<file path="config.mk">
export PLATFORM = sky130hd
export DESIGN_NAME = reset_sequencer_flat
export DESIGN_NICKNAME = d
export VERILOG_FILES = /design/src/rtl/reset_seq_pkg.sv /design/src/rtl/reset_sequencer_if.sv /design/src/rtl/reset_sequencer_seq_timer.sv /design/src/rtl/reset_sequencer.sv /design/src/flat_wrapper.sv
export SDC_FILE = /design/constraint.sdc
export NUM_CORES = 1
export LEC_CHECK = 0
export BUFFER_PORTS_ARGS = -buffer_cell sky130_fd_sc_hd__buf_2
export CAP_MARGIN = 25
export CELL_PAD_IN_SITES_DETAIL_PLACEMENT = 2
export CELL_PAD_IN_SITES_GLOBAL_PLACEMENT = 2
export CORE_MARGIN = 4
export CORE_UTILIZATION = 37
export CTS_BUF_LIST = sky130_fd_sc_hd__clkbuf_4
export CTS_CLUSTER_DIAMETER = 80
export CTS_CLUSTER_SIZE = 24
export DETAILED_ROUTE_END_ITERATION = 10
export PLACE_DENSITY_LB_ADDON = 0.1
export SLEW_MARGIN = 20
export SYNTH_ARGS = -nofsm -noshare
export SYNTH_HDL_FRONTEND = slang
export SYNTH_SLANG_ARGS = --single-unit
</file>
<file path="constraint.sdc">
create_clock -name clk -period 2.1 [get_ports clk]
set_input_delay 0.63 -clock clk [delete_from_list [all_inputs] [get_ports clk]]
set_output_delay 0.63 -clock clk [all_outputs]
set_load 0.1 [all_outputs]
</file>
<file path="src/rtl/reset_seq_pkg.sv">
// Shared types and width helpers for the reset sequencer.
// Contents:
//   seq_state_t  - sequencer state encoding
//   seq_timer_w  - width of the shared down-counter
//   seq_idx_w    - width of the domain index (minimum 1)
package reset_seq_pkg;

  typedef enum logic [1:0] {
    ASSERT   = 2'd0,
    WAIT_ACK = 2'd1,
    GAP      = 2'd2,
    DONE     = 2'd3
  } seq_state_t;

  // Bits needed to hold the largest of the three cycle counts.
  function automatic int unsigned seq_timer_w(input int unsigned hold,
                                              input int unsigned gap,
                                              input int unsigned tmo);
    int unsigned m;
    int unsigned w;
    m = hold;
    if (gap > m) m = gap;
    if (tmo > m) m = tmo;
    w = $clog2(m + 1);
    return w;
  endfunction

  function automatic int unsigned seq_idx_w(input int unsigned n);
    int unsigned w;
    w = (n > 1) ? $clog2(n) : 1;
    return w;
  endfunction

endpackage

</file>
<file path="src/rtl/reset_sequencer_if.sv">
// Handshake bundle between the reset sequencer and the subsystems it controls.
// Signals:
//   i_sw_rst_req  single-cycle software reset request
//   i_dom_ack     per-domain reset-done level
//   o_dom_rst     per-domain reset, active-high
//   o_busy        sequence in progress
//   o_done        all domains released
//   o_err_mask    sticky per-domain acknowledge-timeout flags
// Modports: master = sequencer side, slave = subsystem/stimulus side.
interface reset_sequencer_if #(
  parameter int unsigned N_DOM = 4
) ();

  logic             i_sw_rst_req;
  logic [N_DOM-1:0] i_dom_ack;
  logic [N_DOM-1:0] o_dom_rst;
  logic             o_busy;
  logic             o_done;
  logic [N_DOM-1:0] o_err_mask;

  modport master (
    input  i_sw_rst_req,
    input  i_dom_ack,
    output o_dom_rst,
    output o_busy,
    output o_done,
    output o_err_mask
  );

  modport slave (
    output i_sw_rst_req,
    output i_dom_ack,
    input  o_dom_rst,
    input  o_busy,
    input  o_done,
    input  o_err_mask
  );

endinterface

</file>
<file path="src/rtl/reset_sequencer_seq_timer.sv">
// Shared down-counter: loads a value, decrements to zero and stops there.
// Ports:
//   clk, rst   clock, async active-high reset
//   load       load request (priority over counting)
//   load_val   value to load
//   expired    registered flag, high while the count is zero
module seq_timer #(
  parameter int unsigned W = 4
) (
  input  logic         clk,
  input  logic         rst,
  input  logic         load,
  input  logic [W-1:0] load_val,
  output logic         expired
);

  logic [W-1:0] cnt;

  // expired tracks cnt == 0 one-for-one, but is kept as its own flop.
  always_ff @(posedge clk or posedge rst) begin
    if (rst) begin
      cnt     <= '0;
      expired <= 1'b1;
    end else if (load) begin
      cnt     <= load_val;
      expired <= (load_val == '0);
    end else if (cnt != '0) begin
      cnt     <= cnt - W'(1);
      expired <= (cnt == W'(1));
    end
  end

endmodule

</file>
<file path="src/rtl/reset_sequencer.sv">
// Staggered reset release for N_DOM subsystems of one clock domain.
// Holds all domain resets for HOLD_CYC cycles, then releases them in index
// order, waiting for each acknowledge (bounded by ACK_TIMEOUT) and leaving
// GAP_CYC idle cycles between an acknowledge and the next release.
// Ports:
//   clk  clock
//   rst  async active-high reset (deassertion synchronized upstream)
//   bus  reset_sequencer_if.master: sw request, acks in; resets/status out
module reset_sequencer
  import reset_seq_pkg::*;
#(
  parameter int unsigned N_DOM       = 4,
  parameter int unsigned HOLD_CYC    = 16,
  parameter int unsigned GAP_CYC     = 8,
  parameter int unsigned ACK_TIMEOUT = 255
) (
  input logic               clk,
  input logic               rst,
  reset_sequencer_if.master bus
);

  localparam int unsigned TW = seq_timer_w(HOLD_CYC, GAP_CYC, ACK_TIMEOUT);
  localparam int unsigned KW = seq_idx_w(N_DOM);

  localparam logic [KW-1:0] K_LAST  = KW'(N_DOM - 1);
  // The hold spends its first edge arming the timer, hence the -2.
  localparam logic [TW-1:0] HOLD_LD = TW'(HOLD_CYC - 2);
  localparam logic [TW-1:0] ACK_LD  = TW'(ACK_TIMEOUT - 1);
  localparam logic [TW-1:0] GAP_LD  = TW'((GAP_CYC > 0) ? (GAP_CYC - 1) : 0);

  // Parameter legality
  if (N_DOM < 1) begin : g_bad_n_dom
    $error("reset_sequencer: N_DOM must be >= 1");
  end
  if (HOLD_CYC < 2) begin : g_bad_hold
    $error("reset_sequencer: HOLD_CYC must be >= 2");
  end
  if (ACK_TIMEOUT < 1) begin : g_bad_tmo
    $error("reset_sequencer: ACK_TIMEOUT must be >= 1");
  end

  seq_state_t       state;
  logic [KW-1:0]    k;
  logic [KW-1:0]    k_nxt;
  logic             armed;
  logic [N_DOM-1:0] dom_rst;
  logic             busy;
  logic             done;
  logic [N_DOM-1:0] err_mask;

  logic             ack_k_c;
  logic             last_c;
  logic             t_expired;
  logic             t_load_c;
  logic [TW-1:0]    t_val_c;

  assign k_nxt   = k + KW'(1);
  assign ack_k_c = bus.i_dom_ack[k];
  assign last_c  = (k == K_LAST);

  // Timer reload on every state entry; the first edge of ASSERT arms it.
  always_comb begin
    t_load_c = 1'b0;
    t_val_c  = '0;
    if (bus.i_sw_rst_req) begin
      t_load_c = 1'b1;
    end else begin
      case (state)
        ASSERT: begin
          if (!armed) begin
            t_load_c = 1'b1;
            t_val_c  = HOLD_LD;
          end else if (t_expired) begin
            t_load_c = 1'b1;
            t_val_c  = ACK_LD;
          end
        end
        WAIT_ACK: begin
          if (ack_k_c || t_expired) begin
            t_load_c = 1'b1;
            if (last_c)            t_val_c = '0;
            else if (GAP_CYC == 0) t_val_c = ACK_LD;
            else                   t_val_c = GAP_LD;
          end
        end
        GAP: begin
          if (t_expired) begin
            t_load_c = 1'b1;
            t_val_c  = ACK_LD;
          end
        end
        default: ;
      endcase
    end
  end

  seq_timer #(.W(TW)) u_timer (
    .clk      (clk),
    .rst      (rst),
    .load     (t_load_c),
    .load_val (t_val_c),
    .expired  (t_expired)
  );

  // Sequencer state and registered outputs; sw request beats any ack/timeout.
  always_ff @(posedge clk or posedge rst) begin
    if (rst) begin
      state    <= ASSERT;
      k        <= '0;
      armed    <= 1'b0;
      dom_rst  <= '1;
      busy     <= 1'b1;
      done     <= 1'b0;
      err_mask <= '0;
    end else if (bus.i_sw_rst_req) begin
      state    <= ASSERT;
      k        <= '0;
      armed    <= 1'b0;
      dom_rst  <= '1;
      busy     <= 1'b1;
      done     <= 1'b0;
      err_mask <= '0;
    end else begin
      case (state)
        ASSERT: begin
          if (!armed) begin
            armed <= 1'b1;
          end else if (t_expired) begin
            dom_rst[0] <= 1'b0;
            k          <= '0;
            state      <= WAIT_ACK;
          end
        end
        WAIT_ACK: begin
          if (ack_k_c || t_expired) begin
            if (!ack_k_c) err_mask[k] <= 1'b1;
            if (last_c) begin
              state <= DONE;
              busy  <= 1'b0;
              done  <= 1'b1;
            end else if (GAP_CYC == 0) begin
              // No gap: release the next domain on this same edge.
              dom_rst[k_nxt] <= 1'b0;
              k              <= k_nxt;
              state          <= WAIT_ACK;
            end else begin
              state <= GAP;
            end
          end
        end
        GAP: begin
          if (t_expired) begin
            dom_rst[k_nxt] <= 1'b0;
            k              <= k_nxt;
            state          <= WAIT_ACK;
          end
        end
        DONE: ;
        default: state <= ASSERT;
      endcase
    end
  end

  assign bus.o_dom_rst  = dom_rst;
  assign bus.o_busy     = busy;
  assign bus.o_done     = done;
  assign bus.o_err_mask = err_mask;

endmodule

</file>
<file path="src/flat_wrapper.sv">
// flat-port wrapper written by rule: the top's interface ports become plain ports
module reset_sequencer_flat import reset_seq_pkg::*;
#(
  parameter int unsigned N_DOM       = 4,
  parameter int unsigned HOLD_CYC    = 16,
  parameter int unsigned GAP_CYC     = 8,
  parameter int unsigned ACK_TIMEOUT = 255
)
  (clk, rst, bus_i_sw_rst_req, bus_i_dom_ack, bus_o_dom_rst, bus_o_busy, bus_o_done, bus_o_err_mask);
  reset_sequencer_if #(.N_DOM(N_DOM)) bus_i ();
  input logic clk;
  input logic rst;
  input wire logic [$bits(bus_i.i_sw_rst_req)-1:0] bus_i_sw_rst_req;
  input wire logic [$bits(bus_i.i_dom_ack)-1:0] bus_i_dom_ack;
  output wire logic [$bits(bus_i.o_dom_rst)-1:0] bus_o_dom_rst;
  output wire logic [$bits(bus_i.o_busy)-1:0] bus_o_busy;
  output wire logic [$bits(bus_i.o_done)-1:0] bus_o_done;
  output wire logic [$bits(bus_i.o_err_mask)-1:0] bus_o_err_mask;
  assign bus_i.i_sw_rst_req = bus_i_sw_rst_req;
  assign bus_i.i_dom_ack = bus_i_dom_ack;
  assign bus_o_dom_rst = bus_i.o_dom_rst;
  assign bus_o_busy = bus_i.o_busy;
  assign bus_o_done = bus_i.o_done;
  assign bus_o_err_mask = bus_i.o_err_mask;
  reset_sequencer #(.N_DOM(N_DOM), .HOLD_CYC(HOLD_CYC), .GAP_CYC(GAP_CYC), .ACK_TIMEOUT(ACK_TIMEOUT)) u_core (.clk(clk), .rst(rst), .bus(bus_i));
endmodule
</file>
Word-level counts from Yosys, hierarchy flattened:

Cells that the tools add are included.

* ROM bits: 0
* memories: 0
* bits in latches: 0
* flip-flop bits (word level): 24
* input bits: 7
* output and inout port bits: 10
* RAM bits: 0
* word-level logic and storage cells: 100

* equality and inequality tests: 9
* add/subtract/negate cells: 2
* mux-type cells: 52
* shift-type cells: 0
* $lt $le $gt $ge: 4
* reductions and logical operators: 20
* multipliers: 0
* bitwise gates (word level): 3
* divide/modulo/power cells: 0

Operators with widths (number)
* $mux W8: 6
* $mux W4: 6
* $pmux W8 S3: 1
* $mux W1: 22
* $mux W2: 8
* $reduce_bool A2 Y1: 7
* $reduce_and A3 Y1: 3
* $eq A8 B1 Y1 const B: 1
* $logic_not A8 Y1: 1
* $reduce_bool A8 Y1: 1
* $sub A8 B1 Y8 const B: 1
* $lt A2 B3 Y1 const B: 2
* $mux W3: 2
* $ne A3 B2 Y1 const B: 2
* $ne A3 B3 Y1 const B: 2
* $pmux W2 S3: 1
* $and A4 B4 Y4: 1
* $demux W1 S2: 2
* $eq A2 B2 Y1 const B: 2
* $ge A2 B1 Y1 const B: 2
* $not A4 Y4: 1
* $or A4 B4 Y4: 1
* $pmux W2 S2: 1
* $reduce_and A4 Y1: 1
* other kinds (12): 13

Logic depth before layout (Yosys ltp):

* depth after elaboration: 10
* gate-level depth with buffers: 9
* gate-level depth less buffers: 7

Modules after synthesis:

From an unflattened synthesis, not the netlist that was laid out.

* cells, all modules: 143
* area, all modules: 1412.6 um2

By module, submodules not included
* reset_sequencer: times used 1, area an instance 852.1 um2, cells each 83, seq. area each 381.6 um2
* seq_timer: times used 1, area an instance 560.5 um2, cells each 60, seq. area each 226.5 um2

Worst setup path before layout:

No wires, ideal clock.

* path type: input to register
* start point: input port bus_i_dom_ack[3]
* end point: register u_core.u_timer.cnt[0]
* arrival time: 1897 ps
* buffers on the path: 0
* library setup time: 127 ps
* path slack: 76 ps
* stages on the path: 5
* required time: 1973 ps
* cell sequence: mux4_2 a2111oi_4 nor2_2 nor2_4 a22oi_2

* cells in the longest elaborated chain, start to end: 7
* elaborated cells on any way between the ends: 11
* classes of those cells: mux: 9; reduce/logical: 2

RTL lines
* from (decl): RTL line flat_wrapper.sv:14 `input wire logic [$bits(bus_i.i_dom_ack)-1:0] bus_i_dom_ack;`
* $bmux W1 S2 *: RTL line reset_sequencer.sv:58 `assign ack_k_c = bus.i_dom_ack[k];`
* $mux W1 (not written as such) *: RTL line reset_sequencer.sv:58
* $logic_or A1 B1 Y1 *: RTL line reset_sequencer.sv:79 `if (ack_k_c || t_expired) begin`
* $mux W8 or $mux W1 (tied branches): RTL line reset_sequencer.sv:79
* $pmux W8 S3 or $pmux W1 S3 (tied branches): RTL line reset_sequencer.sv:68 `case (state)`
* $mux W8 or $mux W1 (tied branches): RTL line reset_sequencer.sv:65 `if (bus.i_sw_rst_req) begin`
* $mux W8 or $reduce_bool A2 Y1 (tied branches)
* to (signal assigned): RTL line reset_sequencer_seq_timer.sv:25 `cnt <= load_val;`
* to (signal assigned): RTL line reset_sequencer_seq_timer.sv:28 `cnt <= cnt - W'(1);`
* to (decl): RTL line reset_sequencer_seq_timer.sv:17 `logic [W-1:0] cnt;`

Every way passes the cells marked *; elsewhere a longest branch is shown, timed or not. The select of a mux whose other input is x is not followed.
A chain may end at the register's enable or synchronous reset.

Worst setup path after layout:

* start point: register u_core.u_timer.cnt[3]
* end point: register u_core.u_timer.cnt[1]

* cells in the longest elaborated chain, start to end: 2

RTL lines
* $reduce_bool A8 Y1: RTL line reset_sequencer_seq_timer.sv:27 `end else if (cnt != '0) begin`
* $reduce_bool A2 Y1 (no source line)

No other way between the ends.

==> flow_metrics.tcl <==
set metrics [dict create \
    status "completed" \
    required_ns 2.30 \
    grt_first_pass_wirelength_mm 6.44 \
    worstPathMaxFanout 8 \
    num_vias 1158 \
    synthArstFlopShare_pct 100 \
    worst-path-buf-inv 0 \
    die_x_um 69.7 \
    numCtsBuffers 3 \
    hold_path_class "in -> async" \
    cap_violations 0 \
    met3_usage_pct 3.62 \
    num_rows 22 \
    insertion_delay_ns 0.32 \
    p_seq_share_pct 37.7 \
    setup_viol 0 \
    area_growth_pct 16.2 \
    io_pins 17 \
    crit_path_max_incr_delay_ns 0.61 \
    synth.area.top_cells "dfrtp_1 32%, ha_1 12%, dfstp_2 11%" \
    place_area_um2 1610 \
    cp_data_arrival_time_ns 2.18 \
    crit_path_end_kind "flop" \
    start_util_pct 38.5 \
    yosysUniqueCellTypes 36 \
    root_buffer "clkbuf_4" \
    avgViaCountPerCell 5.12 \
    path_clk_slew_ns 0.13 \
    dieHeight_um 69.7 \
    coreArea_um2 3660 \
    syn_avg_cell_area_um2 9.34 \
    startpoint_type "flop" \
    n_antenna_cell 0 \
    hold_viol 0 \
    final_core_util_pct 44.8 \
    grt_usage_pct 16.3 \
    final_common_cell "nand2_1" \
    slew-limit-headroom_pct 67.5 \
    crit_type "reg -> reg" \
    grt_use_met2_pct 27.3 \
    totalPowerFinal_w 0.00186 \
    nets 200 \
    synthFlopType "dfrtp_1" \
    grt_pass1_vias 1283 \
    dp_hpwl_mm 2.97 \
    slew_violations 0 \
    ir_drop_mv 0.416 \
    cts.htree.levels 1 \
    period_share_pct 94.1 \
    comb_power_share_pct 51.3 \
    grt_max_degree 14 \
    p_per_area_nw_per_um2 1140 \
    cts_tree "done" \
    first_pass_iters 4 \
    whs_ns 0.259 \
    fmax_mhz 506 \
    ys_seq_elements 24 \
    p_int_w 0.00101 \
    cts_buffer_depth 2 \
    grt_overflow 0 \
    synth-edff-count 0 \
    port_buffers 16 \
    worstMarginPinSlew_ns 0.491 \
    synth_top_area_share_pct 31.9 \
    timing.critical_path.cells "or4_1 -> or3_1 -> nor2_4 -> a2bb2oi_1" \
    switchingPower_w 0.000853 \
    syn_inst 151 \
    layout-drive-gt1-share_pct 23.6 \
    fin_crit_ns 1.98 \
    yosysSeqAreaShare_pct 43.1 \
    clkPwrFrac_pct 11.0 \
    drtAntennaViolNets 0 \
    mostFrequentLayoutCells "21 x nand2_1, 20 x nor2_1, 18 x dfrtp_1, 16 x buf_2, 15 x a21oi_1" \
    wl_per_cell_um 15.9 \
    netlist_area_um2 1410 \
    cp_top_family "simple AND/OR/NAND/NOR gates" \
    cts_hold_buf 0 \
    fin_skew_ns 0.00520 \
    drt-total-wl_mm 3.60 \
    antenna_found_initial 0 \
    use_met1_pct 21.9 \
    crit_path_top_delay_cell "or4_1" \
    drtIter0Drc 49 \
    route.detailed.drc 0 \
    synth_top_area_cell "dfrtp_1" \
    rsz0062_at_grt "false" \
    gp_congestion 0.815 \
    syn_nets 172 \
    p_leak_nw 0.794 \
    p_sw_share_pct 45.8 \
    fin_area_um2 1640 \
    ys_warn_count 0 \
    cts_sinks 24 \
    busiest_layer "met2" \
    die_area_um2 4860 \
]
## power by group through the flow
stage | clock network [W] | registers [W] | logic, W
after floorplan | 0 | 0.000779 | 0.000610
after global placement | 0 | 0.000695 | 0.000909
after detailed placement | 0 | 0.000711 | 0.000948
after CTS | 0.000217 | 0.000702 | 0.000958
after global routing | 0.000244 | 0.000721 | 0.00108
final | 0.000206 | 0.000701 | 0.000954
## synth_stat cells, drive strengths merged (2+ instances only)
cell type,count
nor2,22
nand2,21
dfrtp,18
a21oi,15
ha,14
inv,10
dfstp,6
nand2b,5
nand3,5
xor2,4
clkbuf,3
nor3,3
o21ai,3
a22oi,2
nor4,2
## worst reg2reg max path, cell delays in order, from the launching register on
cell and delay (ns):
dfrtp_1 0.45, or4_1 0.61, or3_1 0.43, nor2_4 0.26, a2bb2oi_1 0.11
## layer usage
metal  vias to the layer above  wire length, um
li1                        561                -
met1                       574             1720
met2                        18             1750
met3                         5              110
met4                         0               23
met5                         -                0
## timing repair
item	4_1_cts	5_1_grt
setup buffers	0	0
endpoints found under the setup margin	0	3
gates resized for setup	0	1
## stage by stage
step,TNS (ns),setup slack [ns],std cells
finish,0,0.124,226
global route,0,0.0141,226
CTS,0,0.0989,226
detailed placement,-1.03,-0.158,222
global placement,-0.653,-0.107,222
floorplan,0,0.0764,151
## path summary, 6_finish.rpt
check / cells after the start / start / endpoint / slack [ns]
min reg2reg: 2 / u_core.bus.o_dom_rst[2]$_DFFE_PP1P_ / u_core.bus.o_dom_rst[2]$_DFFE_PP1P_ / 0.47
min in group clk: 2 / u_core.bus.o_dom_rst[2]$_DFFE_PP1P_ / u_core.bus.o_dom_rst[2]$_DFFE_PP1P_ / 0.47
max reg2reg: 4 / u_core.u_timer.cnt[3]$_DFFE_PP0P_ / u_core.u_timer.cnt[1]$_DFFE_PP0P_ / 0.12
max: 4 / u_core.u_timer.cnt[3]$_DFFE_PP0P_ / u_core.u_timer.cnt[1]$_DFFE_PP0P_ / 0.12
max in group asynchronous: 3 / rst / u_core.state[0]$_DFFE_PP0P_ / 1.37
min: 2 / rst / u_core.u_timer.cnt[6]$_DFFE_PP0P_ / 0.26
## cell families (layout without fill, tap and decap cells)
group	Yosys count	in the layout	share of synthesized area, %
compound gates	29	29	14.4
xor+xnor	5	5	3.11
fa+ha+maj	14	14	12.4
buf+inv	14	41	4.26
flops	24	24	43.1
mux	2	2	2.31
simple gates	63	63	20.4
## sequential cells by signal, summed over array words and instances, names as in the netlist
register                count
u_core.bus.o_busy           1
u_core.u_timer.cnt          8
u_core.u_timer.expired      1
u_core.state                2
u_core.bus.o_dom_rst        4
u_core.bus.o_done           1
u_core.k                    2
u_core.armed                1
u_core.bus.o_err_mask       4
## layout make-up
type / count / area [um^2]
Clock buffer: 3 / 22.5
Multi-Input combinational cell: 113 / 744
Fill cell: 416 / 2020
Timing Repair Buffer: 27 / 163
Inverter: 10 / 37.5
Tap cell: 48 / 60.1
Sequential cell: 24 / 608
Clock inverter: 1 / 3.75
Note: power is estimated with default switching activity, not from simulation.
